`src/rtl/fsm_rx.sv`:
```
// fsm_rx - UART receive controller.
//
// Oversamples the serial line with the BCLK tick (OVERSAMPLE ticks per bit),
// qualifies the start bit at its mid-point, samples each following bit once
// per bit period and reassembles an 8-bit LSB-first frame.
//
// Optional feature macro: UART_RX_PARITY_EN
//   defined   : start, 8 data, even parity, stop; parity_err is live.
//   undefined : start, 8 data, stop; parity_err is tied 0.
//
// Ports:
//   clk        system clock, rising edge
//   arst_n     asynchronous active-low reset
//   rx_en      receive enable; low forces IDLE and drops any partial frame
//   BCLK       one-clk tick at OVERSAMPLE x baud
//   rx         serial line (idle high), asynchronous to clk
//   data       last received byte, updated only when done rises
//   done       one-cycle pulse, data/flags valid
//   busy       high while a frame is in progress
//   frame_err  stop bit sampled low; held until next done
//   parity_err parity mismatch; held until next done
module fsm_rx #(
    parameter int OVERSAMPLE = 16
) (
    input  logic       clk,
    input  logic       arst_n,
    input  logic       rx_en,
    input  logic       BCLK,
    input  logic       rx,
    output logic [7:0] data,
    output logic       done,
    output logic       busy,
    output logic       frame_err,
    output logic       parity_err
);

    localparam int TW = $clog2(OVERSAMPLE);
    localparam logic [TW-1:0] TICK_HALF = TW'(OVERSAMPLE / 2 - 1);
    localparam logic [TW-1:0] TICK_LAST = TW'(OVERSAMPLE - 1);

`ifdef UART_RX_PARITY_EN
    typedef enum logic [2:0] {
        S_IDLE, S_START, S_DATA, S_PARITY, S_STOP, S_DONE
    } state_t;
`else
    typedef enum logic [2:0] {
        S_IDLE, S_START, S_DATA, S_STOP, S_DONE
    } state_t;
`endif

    state_t          state, state_n;
    logic [TW-1:0]   tick, tick_n;
    logic [2:0]      idx, idx_n;
    logic [7:0]      shift, shift_n;
    logic            rx_meta, rx_s;
    logic            ld_out;
    logic            busy_n;

    // Two-flop synchronizer; resets to the idle-line level so no false start
    // is seen coming out of reset.
    always_ff @(posedge clk or negedge arst_n) begin
        if (!arst_n) begin
            rx_meta <= 1'b1;
            rx_s    <= 1'b1;
        end else begin
            rx_meta <= rx;
            rx_s    <= rx_meta;
        end
    end

`ifdef UART_RX_PARITY_EN
    logic pmis, pmis_n;
`endif

    always_comb begin
        state_n = state;
        tick_n  = tick;
        idx_n   = idx;
        shift_n = shift;
        ld_out  = 1'b0;
`ifdef UART_RX_PARITY_EN
        pmis_n  = pmis;
`endif
        if (!rx_en) begin
            state_n = S_IDLE;
            tick_n  = '0;
            idx_n   = '0;
        end else begin
            case (state)
                S_IDLE: begin
                    tick_n = '0;
                    idx_n  = '0;
                    if (!rx_s) state_n = S_START;
                end
                S_START: if (BCLK) begin
                    // Mid-point of the start bit: a high line means a glitch.
                    if (tick == TICK_HALF) begin
                        tick_n  = '0;
                        state_n = rx_s ? S_IDLE : S_DATA;
                    end else begin
                        tick_n = tick + TW'(1);
                    end
                end
                S_DATA: if (BCLK) begin
                    if (tick == TICK_LAST) begin
                        shift_n = {rx_s, shift[7:1]};
                        tick_n  = '0;
                        if (idx == 3'd7) begin
                            idx_n = '0;
`ifdef UART_RX_PARITY_EN
                            state_n = S_PARITY;
`else
                            state_n = S_STOP;
`endif
                        end else begin
                            idx_n = idx + 3'd1;
                        end
                    end else begin
                        tick_n = tick + TW'(1);
                    end
                end
`ifdef UART_RX_PARITY_EN
                S_PARITY: if (BCLK) begin
                    if (tick == TICK_LAST) begin
                        // Even parity: line bit must equal XOR of the data.
                        pmis_n  = rx_s ^ (^shift);
                        tick_n  = '0;
                        state_n = S_STOP;
                    end else begin
                        tick_n = tick + TW'(1);
                    end
                end
`endif
                S_STOP: if (BCLK) begin
                    // A bad stop bit is only flagged; the byte is still delivered.
                    if (tick == TICK_LAST) begin
                        ld_out  = 1'b1;
                        tick_n  = '0;
                        state_n = S_DONE;
                    end else begin
                        tick_n = tick + TW'(1);
                    end
                end
                S_DONE:  state_n = S_IDLE;
                default: state_n = S_IDLE;
            endcase
        end
    end

    always_comb begin
        busy_n = 1'b0;
        case (state_n)
            S_START, S_DATA, S_STOP: busy_n = 1'b1;
`ifdef UART_RX_PARITY_EN
            S_PARITY:                busy_n = 1'b1;
`endif
            default:                 busy_n = 1'b0;
        endcase
    end

    always_ff @(posedge clk or negedge arst_n) begin
        if (!arst_n) begin
            state <= S_IDLE;
            tick  <= '0;
            idx   <= '0;
            shift <= '0;
        end else begin
            state <= state_n;
            tick  <= tick_n;
            idx   <= idx_n;
            shift <= shift_n;
        end
    end

    // Outputs registered from next-state so they line up with the state
    // without any input-to-output combinational path.
    always_ff @(posedge clk or negedge arst_n) begin
        if (!arst_n) begin
            data      <= 8'h00;
            done      <= 1'b0;
            busy      <= 1'b0;
            frame_err <= 1'b0;
        end else begin
            done <= (state_n == S_DONE);
            busy <= busy_n;
            if (ld_out) begin
                data      <= shift;
                frame_err <= ~rx_s;
            end
        end
    end

`ifdef UART_RX_PARITY_EN
    always_ff @(posedge clk or negedge arst_n) begin
        if (!arst_n) begin
            pmis       <= 1'b0;
            parity_err <= 1'b0;
        end else begin
            pmis <= pmis_n;
            if (ld_out) parity_err <= pmis;
        end
    end
`else
    assign parity_err = 1'b0;
`endif

endmodule

```
`config.mk`:
```
export PLATFORM = sky130hd
export DESIGN_NAME = fsm_rx
export DESIGN_NICKNAME = d
export VERILOG_FILES = /design/src/rtl/fsm_rx.sv
export SDC_FILE = /design/constraint.sdc
export NUM_CORES = 1
export LEC_CHECK = 0
export BUFFER_PORTS_ARGS = -buffer_cell sky130_fd_sc_hd__buf_2
export CORE_ASPECT_RATIO = 0.9
export CORE_MARGIN = 3
export CORE_UTILIZATION = 51
export CTS_BUF_LIST = sky130_fd_sc_hd__clkbuf_16
export DETAILED_ROUTE_END_ITERATION = 12
export PLACE_DENSITY = 0.71
export RECOVER_POWER = 50
export SYNTH_ARGS = -nofsm -noshare
export SYNTH_HDL_FRONTEND = slang
export SYNTH_SLANG_ARGS = --single-unit
```
`constraint.sdc`:
```
create_clock -name clk -period 2.62 [get_ports clk]
set_input_delay 0.393 -clock clk [delete_from_list [all_inputs] [get_ports clk]]
set_output_delay 0.393 -clock clk [all_outputs]
set_load 0.05 [all_outputs]
```
# After elaboration in Yosys (flattened, before gate mapping)

Index checks and enable logic that the tools add are counted.

Add/sub/neg operators: 2
Equal/unequal tests: 16
Multiplexer cells: 27
Bitwise logic cells: 1
Reduce and logical (&&, ||, !) cells: 6

Operators by type and width:

| operator                                             | count |
|---|---|
| 2-to-1 mux 3 bit                                     | 13 |
| 2-to-1 mux 4 bit                                     | 5 |
| equality test 3 x 2 -> 1 bit (second input constant) | 4 |
| case mux 3 bit (4 select lines)                      | 1 |
| case mux 4 bit (3 select lines)                      | 1 |
| != test 3 bit (second input constant)                | 3 |
| equality test 3 x 1 -> 1 bit (second input constant) | 2 |
| equality test 3 bit (second input constant)          | 2 |
| case mux 3 bit (2 select lines)                      | 1 |
| AND reduction 3 bit                                  | 2 |
| 2-to-1 mux 1 bit                                     | 5 |
| adder 4 x 1 -> 4 bit (second input constant)         | 1 |
| equality test 4 x 3 -> 1 bit (second input constant) | 1 |
| equality test 4 bit (second input constant)          | 1 |
| != test 4 x 2 -> 1 bit (second input constant)       | 1 |
| AND reduction 4 bit                                  | 1 |
| adder 3 x 1 -> 3 bit (second input constant)         | 1 |
| logical NOT 3 bit                                    | 1 |
| != test 3 x 1 -> 1 bit (second input constant)       | 1 |
| != test 3 x 2 -> 1 bit (second input constant)       | 1 |
| OR reduction 3 bit                                   | 1 |
| 2-to-1 mux 2 bit                                     | 1 |
| OR reduction 2 bit                                   | 1 |
| NOT 1 bit                                            | 1 |

Register bits: 31
Input port bits: 5

# Depth between registers and ports, before layout

Gate-level depths: netlist (run 1).

Word-level depth: 9
Depth in mapped cells: 7

# Worst setup path before layout (run 1)

OpenSTA, ideal clock, no wires.

Path kind: register to register
From: register tick[0]
To: register shift[0]
Library setup time: 0.125 ns
Arrival: 1.524 ns
Required time: 2.495 ns
Path slack: 0.971 ns
Stages on the path, launching flop included: 7
Path buffers: 1
Cell sequence: dfrtp_1 ha_1 and4_1 buf_4 nand3_1 nor2_4 mux2_2

Longest elaborated chain between the ends: 2

Ends and longest elaborated chain:

| element                       | RTL line | RTL |
|---|---|---|
| start, declared               | 52       | `logic [TW-1:0] tick, tick_n;` |
| start signal, assigned        | 169      | `tick <= tick_n;` |
| equality test 4 bit           | 105      | `if (tick == TICK_LAST) begin` |
| AND reduction 4 bit (no line) | n/a      |  |
| end signal, assigned          | 171      | `shift <= shift_n;` |
| end, declared                 | 54       | `logic [7:0] shift, shift_n;` |

No other way between the ends.
A chain may end at the register's enable or synchronous reset.

# Worst setup path in the final report (run 1)

From: register tick[0]
To: register data[4]

Longest elaborated chain between the ends: 5

Ends and longest elaborated chain:

| element              | RTL line | RTL |
|---|---|---|
| equality test 4 bit  | 136      | `if (tick == TICK_LAST) begin` |
| 2-to-1 mux 1 bit     | 136      |  |
| 2-to-1 mux 1 bit     | 134      | `S_STOP: if (BCLK) begin` |
| 2-to-1 mux 1 bit     | 89       | `case (state)` |
| 2-to-1 mux 1 bit     | 84       | `if (!rx_en) begin` |
| end signal, assigned | 187      | `data <= shift;` |
| end, declared        | 30       | `output logic [7:0] data,` |

No other way between the ends.

==> results.sh, run 1 <==
export IMPL_final_net_count=146
export IMPL_synth_distinct_cells=39
export IMPL_dieArea_sq_um=3506
export IMPL_finalWorstSetupSlack_ps=634.7
export IMPL_cp_start_kind="flop"
export IMPL_tritoncts="done"
export IMPL_starting_density_of_the_core_pct=56.10
export IMPL_critPathBufInv=0
export IMPL_syn_to_final_growth_pct=14.30
export IMPL_drtPass1Iterations=5
export IMPL_post_drt_wl_per_cell_microns=14.72
export IMPL_postCtsResizedCells=0
export IMPL_fin_total_pwr_w=0.001065
export IMPL_syn_mean_instance_area_sq_um=11.74
export IMPL_cts_sink_count=31
export IMPL_die_outline_height_microns=56.48
export IMPL_worst_hold_slack_ps=226.9
export IMPL_syn_num_nets=131
export IMPL_total_leakage_power_nw=0.8466
export IMPL_most_common_cell_after_layout_fill_and_taps_aside="sky130_fd_sc_hd__dfrtp_1"
export IMPL_grt_pass1_wl_microns=4374
export IMPL_postSynthCellCount=123
export IMPL_max_cap_viol_count=1
export IMPL_timing_final_crit_period_ps=1985
export IMPL_fin_crit_sh_pct=75.77
export IMPL_die_width_microns=62.09
export IMPL_cts_setup_buffers=0
export IMPL_final_hold_violation_count=0
export IMPL_antenna_diode_instance_count=0
export IMPL_cts_root_buffer_cell="sky130_fd_sc_hd__clkbuf_16"
export IMPL_yosysWarnings=0
export IMPL_synthesis_area_sq_um=1444
export IMPL_failed_checks="max-capacitance violations, max-slew violations"
export IMPL_place_congestion=0.7866
export IMPL_async_reset_ff_share_pct=100.0
export IMPL_detailroute_via_count=952
export IMPL_achievable_frequency_mhz=503.7
export IMPL_dpl_wire_length_microns=1798
export IMPL_grt_start_max_net_pins=32
export IMPL_cts_inserted_buffers=5
export IMPL_final_seq_area_sq_um=778.2
export IMPL_layout_common_cells="29 x sky130_fd_sc_hd__dfrtp_1, 14 x sky130_fd_sc_hd__o21ai_0, 11 x sky130_fd_sc_hd__buf_2, 10 x sky130_fd_sc_hd__mux2_2, 7 x sky130_fd_sc_hd__inv_1"
export IMPL_via_count_normalized_by_instance_count=5.379
export IMPL_cpMaxStageDelayCell="sky130_fd_sc_hd__mux2_1"
export IMPL_powerDensity_nw_per_um2=645.2
export IMPL_worst_endpoint_arrival_ps=2140
export IMPL_io_pin_count=17
export IMPL_hold_buffers=0
export IMPL_gr_total_overflow=0
export IMPL_layout_filler_cells=220
export IMPL_grt_usage_pct=17.54
export IMPL_antenna_left=0
export IMPL_setup_violations=0
export IMPL_peakVddDrop_v=0.0005266
export IMPL_port_buffer_count=15
export IMPL_synth_enable_flop_cells=0
export IMPL_clock_slew_seen_by_the_registers_of_the_worst_setup_and_hold_paths_ps=50
export IMPL_synth_seq_cells=31
export IMPL_final_max_slew_violation_count=32
export IMPL_setup_worst_path_class="flop to flop"
export IMPL_post_route_cells_drive_above_1_share_pct=23.02
export IMPL_skew_ps=3.476
export IMPL_worst_hold_path_type="input port to flop"
export IMPL_ys_dominant_reg_cell="sky130_fd_sc_hd__dfrtp_1"
export IMPL_htree_num_levels=2
export IMPL_fin_tns_setup_ps=0
export IMPL_multiInputGateArea_sq_um=598.1
export IMPL_num_rows=17
export IMPL_violation_count_after_the_first_detailed_route_iteration=48
export IMPL_critical_path_max_stage_delay_ps=460
export IMPL_clkLatencyLatePin_ps=270
export IMPL_postRouteWirelength_microns=2605
export IMPL_crit_family="simple AND/OR/NAND/NOR gates"
export IMPL_yosysSeqAreaShare_pct=53.90
export IMPL_post_place_ws_ps=632.8
export IMPL_antenna_violations_before_repair=0
export IMPL_first_global_vias=955
export IMPL_crit_required_ps=2770
export IMPL_highest_net_fanout_along_the_worst_path=12
export IMPL_worstPathCellList="ha_1 -> and4_1 -> nand4_2 -> mux2_1"
export IMPL_core_area_sq_um=2574
export IMPL_max_clock_path_buffers=2
export IMPL_end_kind="flop"
export IMPL_worst_slew_pin_transition_ps=1567
export IMPL_grt_setup_unrepaired="no"
export IMPL_slew_limit_headroom_pct=-4.478
export IMPL_remaining_drc_errors=0
export IMPL_status="finished with violations"
[state kept, by name, summed over array words and instances, names as in the netlist]
signal,cells
busy,1
frame_err,1
rx_s,1
done,1
rx_meta,1
shift,8
data,8
state,3
tick,4
idx,3
[Yosys cell counts, drive strengths merged (2+ instances only)]
master | count | area (sq um)
clkbuf | 2 | 7.510
a21oi | 2 | 10.01
a31oi | 2 | 12.51
a22o | 2 | 17.52
a21boi | 3 | 22.52
nand3 | 4 | 20.02
mux2 | 16 | 180.2
dfrtp | 29 | 725.7
inv | 5 | 18.77
and3 | 4 | 25.02
nor2 | 4 | 25.03
nor3b | 2 | 15.01
o21ai | 15 | 75.07
buf | 5 | 41.29
ha | 3 | 37.54
dfstp | 2 | 52.55
nor2b | 5 | 31.28
nand2 | 3 | 11.26
[power by group]
group | internal (W) | total (W) | switching [W]
sequential | 0.000486 | 0.000495 | 0.00000822
clock | 0.000341 | 0.000528 | 0.000186
combinational | 0.0000127 | 0.0000426 | 0.0000299
[routing by layer]
layer	up-vias	routed length, microns	track usage [%]
met5	-	0	0
met2	18	1276	26.63
met4	0	39	5.455
met1	461	1142	21.82
met3	6	146	8.276
li1	467	-	-
[worst paths after layout]
kind / start / end / cells past startpoint / slack, ps
max reg2reg: tick[0] / data[4] / 4 / 630
max in group asynchronous: arst_n / shift[3] / 1 / 1200
min: rx / rx_meta / 1 / 230
min reg2reg: rx_meta / rx_s / 0 / 350
max: tick[0] / data[4] / 4 / 630
min in group asynchronous: arst_n / data[6] / 1 / 500
[stage by stage]
stage | area [sq um] | util (%) | instances
after floorplan | 1444 | - | 123
after global placement | 1518 | 58.97 | 169
after detailed placement | 1518 | 58.97 | 169
after CTS | 1655 | 64.32 | 177
after global routing | 1650 | 64.12 | 177
final | 1650 | 64.12 | 177
[layout make-up]
| class | count | area share (%) |
|---|---|---|
| well taps | 38 | 2.881 |
| multi-input cells | 80 | 36.24 |
| clock buffers | 5 | 7.582 |
| clock inverters | 3 | 0.7582 |
| repair buffers | 15 | 4.246 |
| flip-flops and latches | 31 | 47.16 |
| inverters | 5 | 1.137 |
[kinds of logic (layout without fill, tap and decap cells)]
family          after synthesis  in the layout  synth area share (%)
flops                        31             31                 53.90
simple gates                 30             30                 12.83
compound gates               28             28                 11.96
mux                          17             17                 13.17
buf+inv                      12             28                 4.680
fa+ha+maj                     3              3                 2.600
other cells                   1              1                0.2597
xor+xnor                      1              1                0.6067
No activity file was read; power rests on OpenSTA's default activity.
==> inputs of run 2 (changes only) <==
--- a/config.mk
+++ b/config.mk
@@ -5,13 +5,14 @@
 export SDC_FILE = /design/constraint.sdc
 export NUM_CORES = 1
 export LEC_CHECK = 0
+export ABC_AREA = 1
 export BUFFER_PORTS_ARGS = -buffer_cell sky130_fd_sc_hd__buf_2
 export CORE_ASPECT_RATIO = 0.9
 export CORE_MARGIN = 3
 export CORE_UTILIZATION = 51
 export CTS_BUF_LIST = sky130_fd_sc_hd__clkbuf_16
 export DETAILED_ROUTE_END_ITERATION = 12
-export PLACE_DENSITY = 0.71
+export PLACE_DENSITY = 0.74
 export RECOVER_POWER = 50
 export SYNTH_ARGS = -nofsm -noshare
 export SYNTH_HDL_FRONTEND = slang
==> constraint.sdc (replaced) <==
create_clock -name clk -period 1.6 [get_ports clk]
set_input_delay 0.24 -clock clk [delete_from_list [all_inputs] [get_ports clk]]
set_output_delay 0.24 -clock clk [all_outputs]
set_load 0.05 [all_outputs]
==> run 2 against run 1 <==
Effect of this change: the flow now finishes without violations; utilization is 2.1 points higher; first-iteration DRC count increased by 19%; wire length is 2.7% higher; critical path depth increased by 3; hold slack worse by 210 ps; flip-flop and latch count unchanged; die area is 1.7% higher; clock skew is essentially flat; power up 65%; synthesized cell count up 31%; via count is 15% higher; critical endpoint is now data[7]; largest cell class unchanged; largest power group unchanged; highest routed layer unchanged.
==> results.sh, run 2 <==
export IMPL_syn_num_nets=169
export IMPL_post_drt_wl_per_cell_microns=12.27
export IMPL_postSynthCellCount=161
export IMPL_ys_dominant_reg_cell="sky130_fd_sc_hd__dfrtp_1"
export IMPL_violation_count_after_the_first_detailed_route_iteration=57
export IMPL_via_count_normalized_by_instance_count=5.014
export IMPL_final_net_count=187
export IMPL_layout_filler_cells=220
export IMPL_total_leakage_power_nw=0.9030
export IMPL_hold_buffers=0
export IMPL_cpMaxStageDelayCell="sky130_fd_sc_hd__dfrtp_1"
export IMPL_cts_sink_count=31
export IMPL_antenna_diode_instance_count=0
export IMPL_worstPathCellList="ha_2 -> nand3_1 -> nor2_2 -> nand3_2 -> buf_12 -> nand2_1 -> o21ai_2"
export IMPL_syn_mean_instance_area_sq_um=9.139
export IMPL_final_max_slew_violation_count=0
export IMPL_core_area_sq_um=2595
export IMPL_yosys_cell_count_top_type="sky130_fd_sc_hd__nand2_1"
export IMPL_worst_slew_pin_transition_ps=735.2
export IMPL_setup_violations=0
export IMPL_worst_endpoint_arrival_ps=1610
export IMPL_end_kind="flop"
export IMPL_synthesis_area_sq_um=1471
export IMPL_final_hold_violation_count=0
export IMPL_critical_path_max_stage_delay_ps=380
export IMPL_worstReg2RegStart="tick[0]"
export IMPL_cts_setup_buffers=0
export IMPL_grt_pass1_wl_microns=4602
export IMPL_status="complete, no violations"
export IMPL_synth_distinct_cells=25
export IMPL_highest_net_fanout_along_the_worst_path=20
export IMPL_simple_gate_share_of_the_synthesized_area_pct=21.00
export IMPL_port_buffer_count=15
export IMPL_first_global_vias=1057
export IMPL_antenna_violations_before_repair=0
export IMPL_synth_top_family_by_area="simple AND/OR/NAND/NOR gates"
export IMPL_yosysSeqAreaShare_pct=52.89
export IMPL_r2r_setup_slack_ps=160
export IMPL_clkLatencyLatePin_ps=270
export IMPL_place_congestion=0.9399
export IMPL_grt_usage_pct=16.62
export IMPL_dp_cells=210
export IMPL_syn_to_final_growth_pct=16.84
export IMPL_post_synth_xor_area_fraction_pct=1.190
export IMPL_postRouteWirelength_microns=2675
export IMPL_skew_ps=3.439
export IMPL_powerDensity_nw_per_um2=1023
export IMPL_crit_family="simple AND/OR/NAND/NOR gates"
export IMPL_crit_required_ps=1760
export IMPL_htree_num_levels=2
export IMPL_cts_inserted_buffers=5
export IMPL_dieArea_sq_um=3567
export IMPL_most_common_cell_after_layout_fill_and_taps_aside="sky130_fd_sc_hd__nand2_1"
export IMPL_synth_top_cells_by_area="sky130_fd_sc_hd__dfrtp_1 49%, sky130_fd_sc_hd__nand2_1 9.2%, sky130_fd_sc_hd__o21ai_2 7.1%, sky130_fd_sc_hd__inv_1 5.6%, sky130_fd_sc_hd__nand3_1 4.1%"
export IMPL_detailroute_via_count=1093
export IMPL_worst_hold_slack_ps=19.81
export IMPL_synth_compound_area_share_pct=12.24
export IMPL_remaining_drc_errors=0
export IMPL_die_width_microns=62.62
export IMPL_max_cap_viol_count=0
export IMPL_post_synth_mux_area_share_pct=0
export IMPL_fin_crit_sh_pct=90.31
export IMPL_async_reset_ff_share_pct=100.0
export IMPL_cts_root_buffer_cell="sky130_fd_sc_hd__clkbuf_16"
export IMPL_grt_start_max_net_pins=32
export IMPL_post_synth_most_frequent_cells="36 x sky130_fd_sc_hd__nand2_1, 29 x sky130_fd_sc_hd__dfrtp_1, 22 x sky130_fd_sc_hd__inv_1, 12 x sky130_fd_sc_hd__nand3_1, 12 x sky130_fd_sc_hd__o21ai_2"
export IMPL_peakVddDrop_v=0.0007087
export IMPL_num_rows=17
export IMPL_synth_top_cell_by_area="sky130_fd_sc_hd__dfrtp_1"
export IMPL_achievable_frequency_mhz=692.1
export IMPL_cp_start_kind="flop"
export IMPL_synth_largest_type_area_fraction_pct=49.32
export IMPL_reg_largest_list="data x8, shift x8, tick x4"
export IMPL_antenna_left=0
export IMPL_worst_hold_path_type="input port to async pin"
export IMPL_critPathBufInv=1
export IMPL_timing_final_crit_period_ps=1445
export IMPL_finalNonFillerCells=218
export IMPL_fin_tns_setup_ps=0
export IMPL_synth_adder_area_share_pct=2.551
export IMPL_drtPass1Iterations=4
export IMPL_clock_slew_seen_by_the_registers_of_the_worst_setup_and_hold_paths_ps=50
export IMPL_grt_setup_unrepaired="no"
export IMPL_setup_worst_path_class="flop to flop"
export IMPL_gr_total_overflow=0
export IMPL_die_outline_height_microns=56.96
export IMPL_slew_limit_headroom_pct=50.99
export IMPL_synth_seq_cells=31
export IMPL_max_clock_path_buffers=2
export IMPL_starting_density_of_the_core_pct=56.70
export IMPL_io_pin_count=17
export IMPL_tritoncts="done"
export IMPL_synth_enable_flop_cells=0
export IMPL_yosysWarnings=0
export IMPL_startpoint="tick[0]"
export IMPL_layout_common_cells="36 x sky130_fd_sc_hd__nand2_1, 29 x sky130_fd_sc_hd__dfrtp_1, 24 x sky130_fd_sc_hd__inv_1, 12 x sky130_fd_sc_hd__nand3_1, 12 x sky130_fd_sc_hd__o21ai_2"
export IMPL_dpl_wire_length_microns=1845
export IMPL_postCtsResizedCells=0
export IMPL_post_route_cells_drive_above_1_share_pct=25.00
[run 2: cell types whose count changed in the layout (fill, tap and decap cells not counted), sizes merged, moves of 3 or more]
cell	previous run	this run
mux2	16	0
a21boi	3	0
nand2	3	38
and3	4	0
nor2b	5	0
o21ai	15	24
nand4	1	4
inv	7	27
nor2	4	9
nand3	4	13
[run 2: worst paths after layout]
kind / endpoint / cells after the start
min reg2reg: rx_s / 0
min: busy / 1
max reg2reg: data[7] / 7
max: data[7] / 7
min in group clk: rx_meta / 1
max in group asynchronous: tick[0] / 1
[run 2: kinds of logic (layout without fill, tap and decap cells)]
logic type      Yosys count  count (layout)
compound gates           27              27
xor+xnor                  2               2
fa+ha+maj                 3               3
buf+inv                  31              50
flops                    31              31
other cells               1               1
simple gates             66              66
[run 2: through the flow]
stage | total power, W | cell area (sq um) | utilization [%] | setup WS (ps)
final | 0.001758 | 1719 | 66.25 | 155.1
after global routing | 0.001815 | 1719 | 66.25 | 22.39
after CTS | 0.001771 | 1720 | 66.30 | 113.8
after detailed placement | 0.0008966 | 1583 | 60.99 | 125.6
after global placement | 0.0008936 | 1583 | 60.99 | 180.9
after floorplan | 0.0008665 | 1471 | - | 261.9
[run 2: cell type report]
cell class | instances | area, sq um | area share, %
inverters | 25 | 93.84 | 5.459
clock buffers | 5 | 125.1 | 7.278
repair buffers | 17 | 111.4 | 6.477
multi-input cells | 99 | 550.5 | 32.02
flip-flops and latches | 31 | 778.2 | 45.27
well taps | 38 | 47.55 | 2.766
clock inverters | 3 | 12.51 | 0.7278
[run 2: per-layer routing]
metal | GRT usage (%) | routed length (microns) | up-vias
li1 | - | - | 548
met1 | 19.39 | 1230 | 509
met3 | 5.118 | 134 | 8
met2 | 28.42 | 1260 | 28
met4 | 7.547 | 48 | 0
met5 | 0 | 0 | -
[run 2: where the power goes]
part	switching (W)	total (W)	internal, W
logic	0.0000592	0.0000762	0.0000170
registers	0.00000888	0.000807	0.000798
clock network	0.000315	0.000876	0.000560
==> inputs of run 3 (changes only) <==
--- a/config.mk
+++ b/config.mk
@@ -5,13 +5,13 @@
 export SDC_FILE = /design/constraint.sdc
 export NUM_CORES = 1
 export LEC_CHECK = 0
-export ABC_AREA = 1
 export BUFFER_PORTS_ARGS = -buffer_cell sky130_fd_sc_hd__buf_2
 export CORE_ASPECT_RATIO = 0.9
 export CORE_MARGIN = 3
 export CORE_UTILIZATION = 51
 export CTS_BUF_LIST = sky130_fd_sc_hd__clkbuf_16
 export DETAILED_ROUTE_END_ITERATION = 12
+export MAX_ROUTING_LAYER = met4
 export PLACE_DENSITY = 0.74
 export RECOVER_POWER = 50
 export SYNTH_ARGS = -nofsm -noshare
==> run 3 against run 2 <==
Effect of this change: the run now ends with negative hold slack left; critical endpoint is now shift[7]; global-route usage increased by 3.4 points; cell count decreased by 11%; final area increased by 8.7%; maximum frequency decreased by 7.2%; clock skew increased by 0.53 ps.
==> results.sh, run 3 (synthesis results as in run 1) <==
export IMPL_num_rows=17
export IMPL_fin_crit_sh_pct=97.29
export IMPL_clock_slew_seen_by_the_registers_of_the_worst_setup_and_hold_paths_ps=50
export IMPL_postRouteWirelength_microns=2839
export IMPL_dp_cells=183
export IMPL_slew_limit_headroom_pct=56.12
export IMPL_total_leakage_power_nw=0.9561
export IMPL_grt_pass1_wl_microns=4857
export IMPL_most_common_cell_after_layout_fill_and_taps_aside="sky130_fd_sc_hd__dfrtp_1"
export IMPL_worst_hold_path_type="input port to async pin"
export IMPL_skew_ps=3.971
export IMPL_grt_start_max_net_pins=32
export IMPL_achievable_frequency_mhz=642.4
export IMPL_final_hold_violation_count=8
export IMPL_finalWorstSetupSlack_ps=43.37
export IMPL_post_route_cells_drive_above_1_share_pct=36.77
export IMPL_peakVddDrop_v=0.0007225
export IMPL_antenna_violations_before_repair=0
export IMPL_cpMaxStageDelayCell="sky130_fd_sc_hd__dfrtp_1"
export IMPL_status="finished with violations"
export IMPL_core_area_sq_um=2574
export IMPL_die_width_microns=62.09
export IMPL_via_count_normalized_by_instance_count=5.451
export IMPL_remaining_drc_errors=0
export IMPL_place_congestion=0.8857
export IMPL_timing_final_crit_period_ps=1557
export IMPL_starting_density_of_the_core_pct=56.10
export IMPL_finalNonFillerCells=193
export IMPL_setup_violations=0
export IMPL_r2r_setup_slack_ps=40
export IMPL_worstPathCellList="ha_2 -> and4_4 -> nand3_4 -> nor2_4 -> buf_12 -> mux2_2"
export IMPL_cts_inserted_buffers=5
export IMPL_worst_slew_pin_transition_ps=658.2
export IMPL_cts_root_buffer_cell="sky130_fd_sc_hd__clkbuf_16"
export IMPL_setup_worst_path_class="flop to flop"
export IMPL_layout_common_cells="28 x sky130_fd_sc_hd__dfrtp_1, 14 x sky130_fd_sc_hd__o21ai_0, 14 x sky130_fd_sc_hd__buf_2, 14 x sky130_fd_sc_hd__buf_4, 6 x sky130_fd_sc_hd__mux2_1"
export IMPL_detailroute_via_count=1052
export IMPL_final_net_count=162
export IMPL_cp_start_kind="flop"
export IMPL_max_clock_path_buffers=2
export IMPL_first_global_vias=1056
export IMPL_worst_hold_slack_ps=-1.998
export IMPL_drtPass1Iterations=4
export IMPL_grt_usage_pct=20.05
export IMPL_cts_sink_count=31
export IMPL_max_cap_viol_count=0
export IMPL_hold_buffers=0
export IMPL_crit_required_ps=1760
export IMPL_highest_net_fanout_along_the_worst_path=8
export IMPL_port_buffer_count=15
export IMPL_syn_to_final_growth_pct=29.46
export IMPL_reg_largest_list="data x8, shift x8, tick x4"
export IMPL_dpl_wire_length_microns=1991
export IMPL_tritoncts="done"
export IMPL_gr_total_overflow=0
export IMPL_violation_count_after_the_first_detailed_route_iteration=14
export IMPL_dieArea_sq_um=3506
export IMPL_final_max_slew_violation_count=0
export IMPL_critical_path_max_stage_delay_ps=350
export IMPL_powerDensity_nw_per_um2=1031
export IMPL_die_outline_height_microns=56.48
export IMPL_failed_checks="negative hold slack"
export IMPL_io_pin_count=17
export IMPL_post_drt_wl_per_cell_microns=14.71
export IMPL_antenna_diode_instance_count=0
export IMPL_worst_endpoint_arrival_ps=1720
export IMPL_post_place_ws_ps=-53.99
export IMPL_end_kind="flop"
export IMPL_antenna_left=0
export IMPL_layout_filler_cells=181
export IMPL_htree_num_levels=2
export IMPL_clkLatencyLatePin_ps=270
-- run 3: cell types whose count changed in the layout (fill, tap and decap cells not counted), moves of 8 or more --
cell and delta:
sky130_fd_sc_hd__nand2_1 -33, sky130_fd_sc_hd__inv_1 -19, sky130_fd_sc_hd__buf_4 +14, sky130_fd_sc_hd__o21ai_2 -12
sky130_fd_sc_hd__nand3_1 -9, sky130_fd_sc_hd__o21ai_0 +8
-- run 3: area by class of cell --
class,instances,area [sq um],area share (%)
clock buffer,5,125.1,6.693
inverter,5,18.77,1.004
clock inverter,3,38.79,2.075
sequential,31,779.5,41.70
timing repair buffer,31,219.0,11.71
multi-input combinational,80,640.6,34.27
tap,38,47.55,2.544
-- run 3: repair_timing --
item / in CTS / in global routing
buffers inserted: 0 / 2
gates resized for setup: 2 / 6
setup endpoints to repair: 8 / 10
cloned: 0 / 0
pin swaps: 2 / 2
-- run 3: per-stage QoR --
| stage | total power, W | hold slack, ps | utilization, % | area, sq um | TNS, ps |
|---|---|---|---|---|---|
| 2_1_floorplan | 0.0008644 | -55.59 | - | 1466 | -213.7 |
| 3_3_place_gp | 0.0009058 | 301.2 | 64.27 | 1654 | 0 |
| 3_5_place_dp | 0.0009098 | 309.0 | 64.27 | 1654 | -303.1 |
| 4_1_cts | 0.001948 | 13.44 | 70.73 | 1821 | 0 |
| 5_1_grt | 0.001998 | 34.12 | 72.63 | 1869 | -1.801 |
| 6_report | 0.001928 | -1.998 | 72.63 | 1869 | 0 |
-- run 3: critical path, delay by kind of cell (launching register included) --
kind | cells | cell delay (ps)
and+or+nand+nor | 3 | 450
DFF | 1 | 350
muxes | 1 | 330
adders and majority gates | 1 | 180
buffers and inverters | 1 | 140
-- run 3: path summary, 6_finish.rpt --
kind / startpoint / endpoint / cells past startpoint
max: tick[1] / shift[7] / 6
min: arst_n / idx[2] / 1
max reg2reg: tick[1] / shift[7] / 6
min reg2reg: rx_meta / rx_s / 0
max in group asynchronous: arst_n / state[1] / 1
min in group clk: rx / rx_meta / 1
-- run 3: metal layers --
| metal | vias to the layer above | track usage, % | share of wire (%) |
|---|---|---|---|
| met2 | 27 | 27.66 | 48 |
| met4 | 0 | 6.364 | 1.6 |
| li1 | 502 | - | - |
| met1 | 516 | 26.61 | 46 |
| met3 | 7 | 8.276 | 5.0 |
| met5 | - | - | 0 |
-- run 3: power by group --
part	internal (W)	switching [W]
registers	0.000796	0.00000667
clock network	0.000723	0.000304
logic	0.0000355	0.0000627
total	0.00155	0.000374
